$ cat config.mk
export PLATFORM = sky130hd
export DESIGN_NAME = cpu_control_flat
export DESIGN_NICKNAME = d
export VERILOG_FILES = /design/src/rtl/cpu_control_if.sv /design/src/rtl/cpu_control.sv /design/src/flat_wrapper.sv
export SDC_FILE = /design/constraint.sdc
export NUM_CORES = 1
export LEC_CHECK = 0
export BUFFER_PORTS_ARGS = -buffer_cell sky130_fd_sc_hd__buf_2
export CAP_MARGIN = 20
export CELL_PAD_IN_SITES_DETAIL_PLACEMENT = 0
export CELL_PAD_IN_SITES_GLOBAL_PLACEMENT = 1
export CORE_MARGIN = 3
export CORE_UTILIZATION = 24
export CTS_CLUSTER_DIAMETER = 60
export DETAILED_ROUTE_END_ITERATION = 8
export PLACE_DENSITY_LB_ADDON = 0.1
export SYNTH_ARGS = -nofsm -noshare
export SYNTH_HDL_FRONTEND = slang
export SYNTH_SLANG_ARGS = --single-unit
$ cat constraint.sdc
create_clock -name clk -period 1.8 [get_ports clk]
set_input_delay 0.18 -clock clk [delete_from_list [all_inputs] [get_ports clk]]
set_output_delay 0.18 -clock clk [all_outputs]
set_load 0.05 [all_outputs]
$ cat src/rtl/cpu_control_if.sv
// Control <-> datapath/memory bundle for the LC-3b control FSM.
// aluop encoding: 0 add, 1 and, 2 not, 3 pass, 4 sll, 5 srl, 6 sra.
interface cpu_control_if;
    logic [3:0] opcode;
    logic       instruction4;
    logic       instruction5;
    logic       instruction11;
    logic       branch_enable;
    logic       mar_lsb;
    logic       mem_resp;

    logic [1:0] pcmux_sel;
    logic       storemux_sel;
    logic [2:0] alumux_sel;
    logic [1:0] marmux_sel;
    logic       mdrmux_sel;
    logic       offsetmux_sel;
    logic [2:0] regfilemux_sel;
    logic       destmux_sel;
    logic       load_pc;
    logic       load_cc;
    logic       load_ir;
    logic       load_mar;
    logic       load_mdr;
    logic       load_regfile;
    logic [2:0] aluop;
    logic       mem_read;
    logic       mem_write;
    logic [1:0] mem_byte_enable;
    logic       halted;
    logic       mem_error;

    modport master (
        input  opcode, instruction4, instruction5, instruction11, branch_enable, mar_lsb, mem_resp,
        output pcmux_sel, storemux_sel, alumux_sel, marmux_sel, mdrmux_sel, offsetmux_sel,
               regfilemux_sel, destmux_sel, load_pc, load_cc, load_ir, load_mar, load_mdr,
               load_regfile, aluop, mem_read, mem_write, mem_byte_enable, halted, mem_error
    );

    modport slave (
        output opcode, instruction4, instruction5, instruction11, branch_enable, mar_lsb, mem_resp,
        input  pcmux_sel, storemux_sel, alumux_sel, marmux_sel, mdrmux_sel, offsetmux_sel,
               regfilemux_sel, destmux_sel, load_pc, load_cc, load_ir, load_mar, load_mdr,
               load_regfile, aluop, mem_read, mem_write, mem_byte_enable, halted, mem_error
    );
endinterface

$ cat src/rtl/cpu_control.sv
// Multicycle LC-3b control FSM: one state per cycle, outputs decoded from state and live inputs.
// Memory states wait on mem_resp; a watchdog parks the FSM in HALT if memory never answers.
module cpu_control #(
    parameter int unsigned MEM_TIMEOUT = 255
) (
    input  logic          clk,
    input  logic          reset_n,
    cpu_control_if.master bus
);
    localparam logic [3:0] OP_BR = 4'd0, OP_ADD = 4'd1, OP_LDB = 4'd2, OP_STB = 4'd3,
                           OP_JSR = 4'd4, OP_AND = 4'd5, OP_LDR = 4'd6, OP_STR = 4'd7,
                           OP_NOT = 4'd9, OP_LDI = 4'd10, OP_STI = 4'd11, OP_JMP = 4'd12,
                           OP_SHF = 4'd13, OP_LEA = 4'd14, OP_TRAP = 4'd15;
    localparam logic [2:0] ALU_ADD = 3'd0, ALU_AND = 3'd1, ALU_NOT = 3'd2, ALU_PASS = 3'd3,
                           ALU_SLL = 3'd4, ALU_SRL = 3'd5, ALU_SRA = 3'd6;
    localparam logic [8:0] TMO = MEM_TIMEOUT[8:0];

    typedef enum logic [4:0] {
        S_FETCH1, S_FETCH2, S_FETCH3, S_DECODE, S_ALU, S_BR, S_CALC, S_RD1, S_IND,
        S_RD2, S_WB, S_STMDR, S_WR, S_LEA, S_JMP, S_JSR, S_TRAP, S_HALT
    } state_t;

    state_t     state_q, state_d, resp_next;
    logic [7:0] cnt_q, cnt_d;
    logic       mem_error_q, mem_error_d;
    logic       mem_state, tmo_hit;

    always_ff @(posedge clk or negedge reset_n) begin
        if (!reset_n) begin
            state_q     <= S_FETCH1;
            cnt_q       <= 8'd0;
            mem_error_q <= 1'b0;
        end else begin
            state_q     <= state_d;
            cnt_q       <= cnt_d;
            mem_error_q <= mem_error_d;
        end
    end

    assign tmo_hit = (MEM_TIMEOUT != 0) && (({1'b0, cnt_q} + 9'd1) >= TMO);
    assign bus.mem_error = mem_error_q;

    always_comb begin
        bus.pcmux_sel       = 2'd0;
        bus.storemux_sel    = 1'b0;
        bus.alumux_sel      = 3'd0;
        bus.marmux_sel      = 2'd0;
        bus.mdrmux_sel      = 1'b0;
        bus.offsetmux_sel   = 1'b0;
        bus.regfilemux_sel  = 3'd0;
        bus.destmux_sel     = 1'b0;
        bus.load_pc         = 1'b0;
        bus.load_cc         = 1'b0;
        bus.load_ir         = 1'b0;
        bus.load_mar        = 1'b0;
        bus.load_mdr        = 1'b0;
        bus.load_regfile    = 1'b0;
        bus.aluop           = ALU_ADD;
        bus.mem_read        = 1'b0;
        bus.mem_write       = 1'b0;
        bus.mem_byte_enable = 2'b11;
        bus.halted          = 1'b0;
        state_d             = state_q;
        resp_next           = state_q;
        cnt_d               = 8'd0;
        mem_error_d         = mem_error_q;
        mem_state           = 1'b0;

        // Outputs stay at defaults for the whole time reset is held, not just after the edge.
        if (reset_n) begin
            unique case (state_q)
                S_FETCH1: begin
                    bus.marmux_sel = 2'd1;
                    bus.load_mar   = 1'b1;
                    bus.load_pc    = 1'b1;
                    state_d        = S_FETCH2;
                end
                S_FETCH2: begin
                    bus.mem_read   = 1'b1;
                    bus.mdrmux_sel = 1'b1;
                    bus.load_mdr   = bus.mem_resp;
                    mem_state      = 1'b1;
                    resp_next      = S_FETCH3;
                end
                S_FETCH3: begin
                    bus.load_ir = 1'b1;
                    state_d     = S_DECODE;
                end
                S_DECODE: begin
                    case (bus.opcode)
                        OP_ADD, OP_AND, OP_NOT, OP_SHF:                 state_d = S_ALU;
                        OP_BR:                                          state_d = S_BR;
                        OP_LDR, OP_LDB, OP_LDI, OP_STR, OP_STB, OP_STI: state_d = S_CALC;
                        OP_LEA:                                         state_d = S_LEA;
                        OP_JMP:                                         state_d = S_JMP;
                        OP_JSR:                                         state_d = S_JSR;
                        OP_TRAP:                                        state_d = S_TRAP;
                        default:                                        state_d = S_FETCH1;
                    endcase
                end
                S_ALU: begin
                    bus.load_regfile = 1'b1;
                    bus.load_cc      = 1'b1;
                    bus.alumux_sel   = {2'b00, bus.instruction5};
                    case (bus.opcode)
                        OP_AND: bus.aluop = ALU_AND;
                        OP_NOT: bus.aluop = ALU_NOT;
                        OP_SHF: begin
                            bus.alumux_sel = 3'd3;
                            bus.aluop = !bus.instruction4 ? ALU_SLL :
                                        (!bus.instruction5 ? ALU_SRL : ALU_SRA);
                        end
                        default: bus.aluop = ALU_ADD;
                    endcase
                    state_d = S_FETCH1;
                end
                S_BR: begin
                    bus.pcmux_sel = 2'd1;
                    bus.load_pc   = bus.branch_enable;
                    state_d       = S_FETCH1;
                end
                S_CALC: begin
                    bus.load_mar   = 1'b1;
                    bus.alumux_sel = (bus.opcode == OP_LDB || bus.opcode == OP_STB) ? 3'd4 : 3'd2;
                    state_d = (bus.opcode == OP_STR || bus.opcode == OP_STB) ? S_STMDR : S_RD1;
                end
                S_RD1, S_RD2: begin
                    bus.mem_read   = 1'b1;
                    bus.mdrmux_sel = 1'b1;
                    bus.load_mdr   = bus.mem_resp;
                    mem_state      = 1'b1;
                    resp_next = (state_q == S_RD1 && (bus.opcode == OP_LDI || bus.opcode == OP_STI))
                                ? S_IND : S_WB;
                end
                S_IND: begin
                    bus.marmux_sel = 2'd2;
                    bus.load_mar   = 1'b1;
                    state_d        = (bus.opcode == OP_STI) ? S_STMDR : S_RD2;
                end
                S_WB: begin
                    bus.load_regfile   = 1'b1;
                    bus.load_cc        = 1'b1;
                    bus.regfilemux_sel = (bus.opcode == OP_LDB) ? (bus.mar_lsb ? 3'd5 : 3'd4) : 3'd1;
                    state_d            = S_FETCH1;
                end
                S_STMDR: begin
                    bus.storemux_sel = 1'b1;
                    bus.aluop        = ALU_PASS;
                    bus.load_mdr     = 1'b1;
                    state_d          = S_WR;
                end
                S_WR: begin
                    bus.mem_write = 1'b1;
                    if (bus.opcode == OP_STB)
                        bus.mem_byte_enable = bus.mar_lsb ? 2'b10 : 2'b01;
                    mem_state = 1'b1;
                    resp_next = S_FETCH1;
                end
                S_LEA: begin
                    bus.regfilemux_sel = 3'd2;
                    bus.load_regfile   = 1'b1;
                    bus.load_cc        = 1'b1;
                    state_d            = S_FETCH1;
                end
                S_JMP: begin
                    bus.pcmux_sel = 2'd2;
                    bus.load_pc   = 1'b1;
                    state_d       = S_FETCH1;
                end
                S_JSR: begin
                    bus.destmux_sel    = 1'b1;
                    bus.regfilemux_sel = 3'd3;
                    bus.load_regfile   = 1'b1;
                    bus.load_pc        = 1'b1;
                    bus.pcmux_sel      = bus.instruction11 ? 2'd1 : 2'd2;
                    bus.offsetmux_sel  = bus.instruction11;
                    state_d            = S_FETCH1;
                end
                S_TRAP: begin
                    bus.destmux_sel    = 1'b1;
                    bus.regfilemux_sel = 3'd3;
                    bus.load_regfile   = 1'b1;
                    bus.pcmux_sel      = 2'd3;
                    bus.load_pc        = 1'b1;
                    state_d            = S_FETCH1;
                end
                S_HALT:  bus.halted = 1'b1;
                default: state_d = S_FETCH1;
            endcase

            // A response in the deadline cycle still completes the access.
            if (mem_state) begin
                if (bus.mem_resp) begin
                    state_d = resp_next;
                end else if (tmo_hit) begin
                    state_d     = S_HALT;
                    mem_error_d = 1'b1;
                end else begin
                    cnt_d = cnt_q + 8'd1;
                end
            end
        end
    end
endmodule
$ cat src/flat_wrapper.sv
// flat-port wrapper written by rule: the top's interface ports become plain ports
module cpu_control_flat 
#(
    parameter int unsigned MEM_TIMEOUT = 255
)
  (clk, reset_n, bus_opcode, bus_instruction4, bus_instruction5, bus_instruction11, bus_branch_enable, bus_mar_lsb, bus_mem_resp, bus_pcmux_sel, bus_storemux_sel, bus_alumux_sel, bus_marmux_sel, bus_mdrmux_sel, bus_offsetmux_sel, bus_regfilemux_sel, bus_destmux_sel, bus_load_pc, bus_load_cc, bus_load_ir, bus_load_mar, bus_load_mdr, bus_load_regfile, bus_aluop, bus_mem_read, bus_mem_write, bus_mem_byte_enable, bus_halted, bus_mem_error);
  cpu_control_if bus_i ();
  input  logic clk;
  input  logic reset_n;
  input wire logic [$bits(bus_i.opcode)-1:0] bus_opcode;
  input wire logic [$bits(bus_i.instruction4)-1:0] bus_instruction4;
  input wire logic [$bits(bus_i.instruction5)-1:0] bus_instruction5;
  input wire logic [$bits(bus_i.instruction11)-1:0] bus_instruction11;
  input wire logic [$bits(bus_i.branch_enable)-1:0] bus_branch_enable;
  input wire logic [$bits(bus_i.mar_lsb)-1:0] bus_mar_lsb;
  input wire logic [$bits(bus_i.mem_resp)-1:0] bus_mem_resp;
  output wire logic [$bits(bus_i.pcmux_sel)-1:0] bus_pcmux_sel;
  output wire logic [$bits(bus_i.storemux_sel)-1:0] bus_storemux_sel;
  output wire logic [$bits(bus_i.alumux_sel)-1:0] bus_alumux_sel;
  output wire logic [$bits(bus_i.marmux_sel)-1:0] bus_marmux_sel;
  output wire logic [$bits(bus_i.mdrmux_sel)-1:0] bus_mdrmux_sel;
  output wire logic [$bits(bus_i.offsetmux_sel)-1:0] bus_offsetmux_sel;
  output wire logic [$bits(bus_i.regfilemux_sel)-1:0] bus_regfilemux_sel;
  output wire logic [$bits(bus_i.destmux_sel)-1:0] bus_destmux_sel;
  output wire logic [$bits(bus_i.load_pc)-1:0] bus_load_pc;
  output wire logic [$bits(bus_i.load_cc)-1:0] bus_load_cc;
  output wire logic [$bits(bus_i.load_ir)-1:0] bus_load_ir;
  output wire logic [$bits(bus_i.load_mar)-1:0] bus_load_mar;
  output wire logic [$bits(bus_i.load_mdr)-1:0] bus_load_mdr;
  output wire logic [$bits(bus_i.load_regfile)-1:0] bus_load_regfile;
  output wire logic [$bits(bus_i.aluop)-1:0] bus_aluop;
  output wire logic [$bits(bus_i.mem_read)-1:0] bus_mem_read;
  output wire logic [$bits(bus_i.mem_write)-1:0] bus_mem_write;
  output wire logic [$bits(bus_i.mem_byte_enable)-1:0] bus_mem_byte_enable;
  output wire logic [$bits(bus_i.halted)-1:0] bus_halted;
  output wire logic [$bits(bus_i.mem_error)-1:0] bus_mem_error;
  assign bus_i.opcode = bus_opcode;
  assign bus_i.instruction4 = bus_instruction4;
  assign bus_i.instruction5 = bus_instruction5;
  assign bus_i.instruction11 = bus_instruction11;
  assign bus_i.branch_enable = bus_branch_enable;
  assign bus_i.mar_lsb = bus_mar_lsb;
  assign bus_i.mem_resp = bus_mem_resp;
  assign bus_pcmux_sel = bus_i.pcmux_sel;
  assign bus_storemux_sel = bus_i.storemux_sel;
  assign bus_alumux_sel = bus_i.alumux_sel;
  assign bus_marmux_sel = bus_i.marmux_sel;
  assign bus_mdrmux_sel = bus_i.mdrmux_sel;
  assign bus_offsetmux_sel = bus_i.offsetmux_sel;
  assign bus_regfilemux_sel = bus_i.regfilemux_sel;
  assign bus_destmux_sel = bus_i.destmux_sel;
  assign bus_load_pc = bus_i.load_pc;
  assign bus_load_cc = bus_i.load_cc;
  assign bus_load_ir = bus_i.load_ir;
  assign bus_load_mar = bus_i.load_mar;
  assign bus_load_mdr = bus_i.load_mdr;
  assign bus_load_regfile = bus_i.load_regfile;
  assign bus_aluop = bus_i.aluop;
  assign bus_mem_read = bus_i.mem_read;
  assign bus_mem_write = bus_i.mem_write;
  assign bus_mem_byte_enable = bus_i.mem_byte_enable;
  assign bus_halted = bus_i.halted;
  assign bus_mem_error = bus_i.mem_error;
  cpu_control #(.MEM_TIMEOUT(MEM_TIMEOUT)) u_core (.clk(clk), .reset_n(reset_n), .bus(bus_i));
endmodule
==> results list, run 1 <==
* Pwr Density: 981 nW/µm²
- Fraction of synthesized area in multiplexers: 0
- On the worst path, the slowest cell contributes a delay of 450 ps.
- When the netlist entered floorplanning its net count stood at 219.
- The routed layout has 1832 vias.
- Arrival time of the worst setup path: 1650 ps
- Clock buffer count from CTS: 3
* Share of cells above drive strength 1: 0.582
* Synth Area per Inst: 7.10 µm²
- Count of cell types in the netlist: 50
- Worst IR drop on VDD: 0.526 mV
- Timing would allow up to 546 MHz.
* Die footprint: 7030 µm²
* Pins Over Slew Limit: 0
- Once layout is done, the placed cells without fillers occupy 2740 µm².
- The die is between 80 and 90 µm tall.
* Final-layout fill cell count: 576
- Across the run, the number of max-cap violations was 0.
- Max transition margin: 0.766
- Slowest stage cell on the critical path: sky130_fd_sc_hd__dfrtp_2
* Worst Path Max Fanout: 5
* Proportion of register bits with asynchronous set or reset after synthesis: 1.00
* Critical-path cell list: buf_6, buf_6, and2_4, a31oi_4, nor3_1, a21oi_1, nor2b_2, buf_6
- Summing all multi-input logic gate instances after layout gives 1360 µm².
- The cell sitting at the root of the clock tree is a sky130_fd_sc_hd__clkbuf_8.
* Diode count: 0
* Number of enable flip-flop cells after synthesis: 0
* HPWL after detailed placement: around 4100 µm
* WS Path Type: flop to output port
- Core Region: 5680 µm²
- After detailed routing, the average wire length per cell comes to around 14 µm.
* Violated checks: setup timing
- Global Route Usage Sum: 0.148
- Synth Instances: 205
- Unrepaired setup endpoints after global routing: yes
- Of the total synthesized cell area, the portion taken by XOR and XNOR cells is 0.0421.
* Area share of fa/ha/maj cells after synthesis: 0.0172
- The analysis attributes to cell leakage a power of 1.19 nW.
- The number of hold-slack violations in the final timing report came to 0.
- Ranked by total cell area, the synthesized netlist is headed by sky130_fd_sc_hd__dfrtp_1 24%, sky130_fd_sc_hd__nor2_1 7.0%, sky130_fd_sc_hd__nand2_1 6.2%, sky130_fd_sc_hd__nor3_1 4.5%, sky130_fd_sc_hd__o21ai_0 4.5%.
* Starting density of the core: 0.256
* Clock skew after layout: 1.27 ps
* Buffers on Ports: 40
* Post-synth top flop: sky130_fd_sc_hd__dfrtp_1
- Top cell type's share of synthesized area: 0.241
- Result of the run: finished with violations
- Main combinational cell family by area after synthesis: simple AND/OR/NAND/NOR gates
- Setup violations remaining at the end of the flow were counted as 4.
- CTS built an H-tree with a depth of 1.
* YS warnings: 0
- Portion of the post-synthesis area used by sequential elements: 0.241
- TritonCTS clock tree: done
- Overall die width: 83.9 µm
- Post-synthesis register bit count: 14
- During I/O placement, the number of pins put on the boundary was between 40 and 50.
* Count of nets left with antenna violations after detail routing: 0
* Post-route fraction of the period consumed by the critical path: 1.02
* Most used standard cells in the synthesized netlist: 27 x sky130_fd_sc_hd__nor2_1, 24 x sky130_fd_sc_hd__nand2_1, 14 x sky130_fd_sc_hd__dfrtp_1, 13 x sky130_fd_sc_hd__nor3_1, 13 x sky130_fd_sc_hd__o21ai_0
- Number of antenna violations at the first check in global routing: 0
- Growth of design area from synthesis to finish: 88.4%
- After detailed routing, the total wire length is between 5000 and 6000 µm.
- Cell area after placement: 2170 µm²
* Smallest setup slack after layout: -32.8 ps
- Kind of end point of the critical path: output port
- # rows: 27
- Shortest period the worst path allows: 1830 ps
- Of the total synthesized cell area, the portion taken by AND, OR, NAND and NOR gates is 0.402.
- For the worst-skew pair, the clock arrives at the later sink with an insertion delay of ~240 ps.
* Count leader, synth: sky130_fd_sc_hd__nor2_1
- For the pin with the worst max-slew slack, the measured transition is about 350 ps.
- The synthesized design spends more area on one cell type than any other, namely sky130_fd_sc_hd__dfrtp_1.
- Synth Area in Compound Gates: 0.237
- After detailed routing, the number of remaining DRC violations is 0.
- CTS saw 14 sinks.
- The via count of the first global-routing pass is 1830.
- Dividing the detail-routed via count by the number of cells gives 4.94.
- Maximum root-to-sink buffer count: 2
- Summing every instance area after synthesis gives around 1500 µm².
* Worst endpoint required time: 1620 ps
* Number of detailed-route iterations in the first pass: 5
- Clock-pin slew was measured on the worst setup and hold paths at ~50 ps.
* Aggregate negative setup slack: -75.9 ps
- In the final layout, flip-flops and latches occupy 359 µm².
- The first global-routing pass estimated between 8000 and 9000 µm of wire.
- Entering global routing, the biggest net connects 18 pins.
* Tightest hold margin: around 160 ps
- For this block, the initial DRC count from the detailed router was 88.
- The worst setup path is launched from a flop.
- Count of nets after finishing: around 320
* Min-Delay Path Class: primary input to asynchronous set/reset pin
* Critical Path Most Common Cell: sky130_fd_sc_hd__buf_6
* Global placer's final weighted congestion: 0.836
* Total congestion overflow: 0
-- worst max-delay path, delay by kind of cell, from the launching register on --
family | cells | cell delay [ps]
and+or+nand+nor | 3 | 290
DFF | 1 | 450
AOI/OAI and AO/OA | 2 | 270
buffers and inverters | 3 | 400
-- path summary, 6_finish.rpt --
kind | from | to | slack (ps) | cells past startpoint
setup / recovery | u_core.state_q[1]$_DFFE_PN0P_ | bus_load_pc | -30 | 8
max in group asynchronous | reset_n | u_core.state_q[2]$_DFFE_PN0P_ | 910 | 3
hold / removal | reset_n | u_core.bus.mem_error$_DFFE_PN0P_ | 160 | 3
min in group clk | bus_mem_resp | u_core.state_q[1]$_DFFE_PN0P_ | 340 | 3
hold reg to reg | u_core.bus.mem_error$_DFFE_PN0P_ | u_core.bus.mem_error$_DFFE_PN0P_ | 470 | 1
setup reg to reg | u_core.state_q[0]$_DFFE_PN0P_ | u_core.state_q[3]$_DFFE_PN0P_ | 0 | 6
-- flip-flops by register name, indices dropped and copies added (netlist names) --
signal / count
u_core.bus.mem_error: 1
u_core.state_q: 5
u_core.cnt_q: 8
-- where the power goes --
part,internal (W),switching (W)
clock network,0.000148,0.000106
logic,0.000923,0.00108
registers,0.000360,0.0000741
-- stage by stage --
stage,power (W),utilization,worst slack (ps),cells
after floorplan,0.00137,-,-366,205
after global placement,0.00195,0.382,5.45,354
after detailed placement,0.00194,0.382,-1.91,354
after CTS,0.00246,0.434,-77.8,367
after global routing,0.00287,0.483,-116,371
final,0.00269,0.483,-32.8,371
-- layout by cell type (no fill, tap or decap), drive strengths merged, types with 2 or more instances in the layout --
cell type and instances:
nor3 13, and2 4, inv 6, o211ai 2, o22ai 3, a31oi 2, buf 102, a21boi 2
clkbuf 4, nand3 8, nand4b 2, a21oi 9, nand4 5, ha 2, a2bb2oi 2, or2 2
o21ai 13, o221ai 2, and4 3, nor2 27, and3 3, nand2 24, o21bai 2, nand2b 3
dfrtp 14, nor3b 6, nor2b 9, xnor2 5, o21ba 2, xor2 2
-- cell families (layout without fill, tap and decap cells) --
kind of cell,Yosys count,in the layout
AO/OA/AOI/OAI,50,50
XOR/XNOR,7,7
adder cells (fa/ha/maj),2,2
buffers and inverters,20,114
flip-flops,14,14
AND/OR/NAND/NOR,112,112
-- layer usage --
layer,up-vias,track usage,routed length (µm)
li1,928,-,-
met4,0,0.0395,53
met3,8,0.0188,201
met1,853,0.182,2360
met2,43,0.270,2750
met5,-,0,0
-- what timing repair did --
| action | in CTS | in global routing |
|---|---|---|
| endpoints found under the hold margin | 6 | 0 |
| setup endpoints to repair | 26 | 42 |
| gates resized for setup | 57 | 65 |
| buffers inserted | 9 | 4 |
| pin swaps | 13 | 12 |
| hold buffers | 1 | 0 |
-- layout make-up --
cell class	count	share of cell area
well taps	72	0.0329
inverters	7	0.0110
clock buffers	3	0.0151
multi-input cells	171	0.496
flip-flops and latches	14	0.131
repair buffers	104	0.314
No activity file was read; power rests on OpenSTA's default activity.
==> run 2: changes to the inputs <==
--- a/config.mk
+++ b/config.mk
@@ -9,8 +9,10 @@
 export CAP_MARGIN = 20
 export CELL_PAD_IN_SITES_DETAIL_PLACEMENT = 0
 export CELL_PAD_IN_SITES_GLOBAL_PLACEMENT = 1
+export CORE_ASPECT_RATIO = 1.2
 export CORE_MARGIN = 3
 export CORE_UTILIZATION = 24
+export CTS_BUF_LIST = sky130_fd_sc_hd__clkbuf_4 sky130_fd_sc_hd__clkbuf_8
 export CTS_CLUSTER_DIAMETER = 60
 export DETAILED_ROUTE_END_ITERATION = 8
 export PLACE_DENSITY_LB_ADDON = 0.1
==> run 2 against run 1 <==
Net effect: power is 2.9% lower; first-iteration DRC count is 49% lower; sequential power hardly changed; die area hardly changed; wire length is 2.1% higher; global-route usage is 0.67 points higher; the run still ends with setup timing left; sequential share of layout area is 0.48 points higher; fmax is 1.7% higher; largest power group unchanged; clock power is 20% higher; clock-buffer cell count is 1 higher; critical path type unchanged.
==> results list, run 2 (synthesis gave the netlist of run 1 again) <==
* Buffers on Ports: 40 (unchanged)
* Core Region: 5780 µm² (+1.9%)
- Seq. cell area: 355 µm² (-1.0%)
- Leak pwr: 1.13 nW (-4.7%)
* Kind of start point of the critical path: flop
- Clock buffer count from CTS: 3 (unchanged)
- The startpoint identified for the worst register-to-register timing path is u_core.state_q[0]$_DFFE_PN0P_.
* Number of detailed-route iterations in the first pass: 4 (-1)
* Final Hold Viols: 0 (unchanged)
* Shortest period the worst path allows: 1800 ps (-31.3 ps)
- Min-Delay Path Class: primary input to asynchronous set/reset pin
* Io pins: 41 (unchanged)
* Max FFs per register: 8 (unchanged)
- The number of antenna violations at the first check in global routing is 0 (unchanged).
- DR iter-0 viols: 45 (-49%)
- Arrival time of the worst setup path: 1620 ps (-30 ps)
* Die footprint: 7040 µm² (about the same)
- Clk sink count: 14 (unchanged)
- Smallest setup slack after layout: -1.51 ps (+31.3 ps)
- H-tree Lvls: 1 (unchanged)
* Detailed-route vias per instance: 4.84 (-2.0%)
- Cell area after placement: 2170 µm² (+0.12%)
- Clock skew after layout: 4.40 ps (+3.13 ps)
- The clock slew at the register clock pins of the worst setup and hold paths is 60 ps (about the same).
- The worst path required time was 1620 ps (about the same).
* Overall die width: 77.1 µm (-8.1%)
- The maximum clock frequency came to 555 MHz (+1.7%).
- The maximum ir drop on the vdd rail was 0.459 mV (-13%).
* WS Path Type: flop to output port
* Global Route Usage Sum: 0.155 (+0.00671)
* Max transition margin: 0.727 (-0.0387)
- Critical path origin: u_core.state_q[0]$_DFFE_PN0P_
- First-pass GRT wire length: 8900 µm (+2.4%)
- Via count of the first global-routing pass: 1850 (+1.1%)
- The final worst-path cycle share was 1.00 (-0.0174).
* Most frequent cells in the layout: 59 x sky130_fd_sc_hd__buf_4, 25 x sky130_fd_sc_hd__buf_6, 20 x sky130_fd_sc_hd__nand2_1
- Maximum number of pins on one net before global-route repair: 21 (+3)
- Setup repair after global routing could not meet its margin everywhere.
* Drt total wl: 5470 µm (+2.1%)
* Violated checks: setup timing
- The total vias in the final route is 1825 (-0.38%).
* Clock Tree Root: sky130_fd_sc_hd__clkbuf_8
* Growth of design area from synthesis to finish: 79.9%
* Pins Over Slew Limit: 0 (unchanged)
- Total congestion overflow: 0 (unchanged)
- Clk Latency, worst-skew pair: 240 ps (about the same)
- # rows: 30 (+11%)
- Post-route design area: 2620 µm² (-4.5%)
- Result of the run: finished with violations
- TritonCTS clock tree: done
- Starting density of the core: 0.252 (-0.00466)
* Maximum root-to-sink buffer count: 2 (unchanged)
- The multi-input gate area in the final layout came to 1250 µm² (-7.7%).
- The mean routed wirelength per cell came to 14.5 µm (+0.45%).
- Leaving out fill and tap cells, the most frequent cell in the layout is sky130_fd_sc_hd__buf_4.
- Count of max-cap constraint violations: 0 (unchanged)
- Transition at the pin with the smallest max-transition slack: 403 ps (+53.6 ps)
- The vertical die dimension is 91.3 µm (+8.9%).
- The last weighted congestion value of the routability-driven placer came to 0.831 (-0.55%).
- HPWL after detailed placement: 4270 µm (+4.7%)
* Share of cells above drive strength 1: 0.522 (-0.0601)
- Register with the most flip-flops: u_core.cnt_q
- Diode count: 0 (unchanged)
- Count of nets after finishing: 312 (-0.95%)
- The worst hold margin came to 154 ps (-6.78 ps).
* Final number of setup-violating endpoints: 2 (-2)
- STA classifies the critical path endpoint as an output port.
- Worst Path Max Fanout: 8 (+3)
- The number of nets still failing antenna checks after routing was 0 (unchanged).
- The count of fill cells added during filler insertion is 609 (+5.7%).
- The post-route DRC violation count came to 0 (unchanged).
- Pwr Density: 998 nW/µm² (+1.7%)
==> run 2: power breakdown <==
group / switching, W / total [W] / internal [W]
Sequential: 0.0000776 / 0.000436 / 0.000358
Clock: 0.000111 / 0.000305 / 0.000194
Combinational: 0.00103 / 0.00187 / 0.000844
Total: 0.00122 / 0.00261 / 0.00140
==> run 2: cell type report <==
| type | count | share of cell area |
|---|---|---|
| Multi-Input combinational cell | 171 | 0.479 |
| Timing Repair Buffer | 101 | 0.316 |
| Clock buffer | 4 | 0.0210 |
| Sequential cell | 14 | 0.136 |
| Inverter | 7 | 0.0100 |
| Tap cell | 80 | 0.0382 |
==> run 2: final timing paths <==
path	endpoint	slack, ps	cells after the start
worst max-delay path	bus_alumux_sel[2]	-2	6
worst min-delay path	u_core.cnt_q[6]$_DFF_PN0_	150	3
worst max register to register	u_core.state_q[3]$_DFFE_PN0P_	-2	6
worst min register to register	u_core.bus.mem_error$_DFFE_PN0P_	500	1
max in group asynchronous	u_core.state_q[1]$_DFFE_PN0P_	1080	3
min in group clk	u_core.state_q[1]$_DFFE_PN0P_	340	3
==> run 2: timing repair <==
item	CTS	global route
pin swaps	12	8
buffers inserted	11	2
gates resized for setup	72	24
setup endpoints to repair	32	41
hold endpoints to repair	3	0
gates cloned	0	0
hold buffers	1	0
==> run 2: through the flow <==
stage               instances  TNS, ps  utilization  total power (W)  worst slack (ps)
floorplan                 205    -2360            -          0.00137              -366
global placement          361     -166        0.375          0.00197              -166
detailed placement        361     -152        0.375          0.00196             -98.9
CTS                       377     -390        0.440          0.00257             -83.7
global route              377    -1870        0.453          0.00279              -102
finish                    377    -1.72        0.453          0.00261             -1.51
==> run 2: per-layer routing <==
layer / part of all wire / up-vias / global-route usage / wire length (µm)
met1: 0.41 / 852 / 0.174 / 2230
met2: 0.55 / 38 / 0.305 / 3030
met4: 0.010 / 0 / 0.0415 / 56
met3: 0.028 / 6 / 0.0139 / 155
li1: - / 929 / - / -
met5: 0 / - / 0 / 0
==> run 2: worst max-delay path, stage by stage, from the launching register on <==
cell                      delay [ps]
sky130_fd_sc_hd__dfrtp_2         470
sky130_fd_sc_hd__buf_4           180
sky130_fd_sc_hd__nor2_2           90
sky130_fd_sc_hd__nand3_2         120
sky130_fd_sc_hd__buf_4           180
sky130_fd_sc_hd__nor3_4          160
sky130_fd_sc_hd__buf_6           180
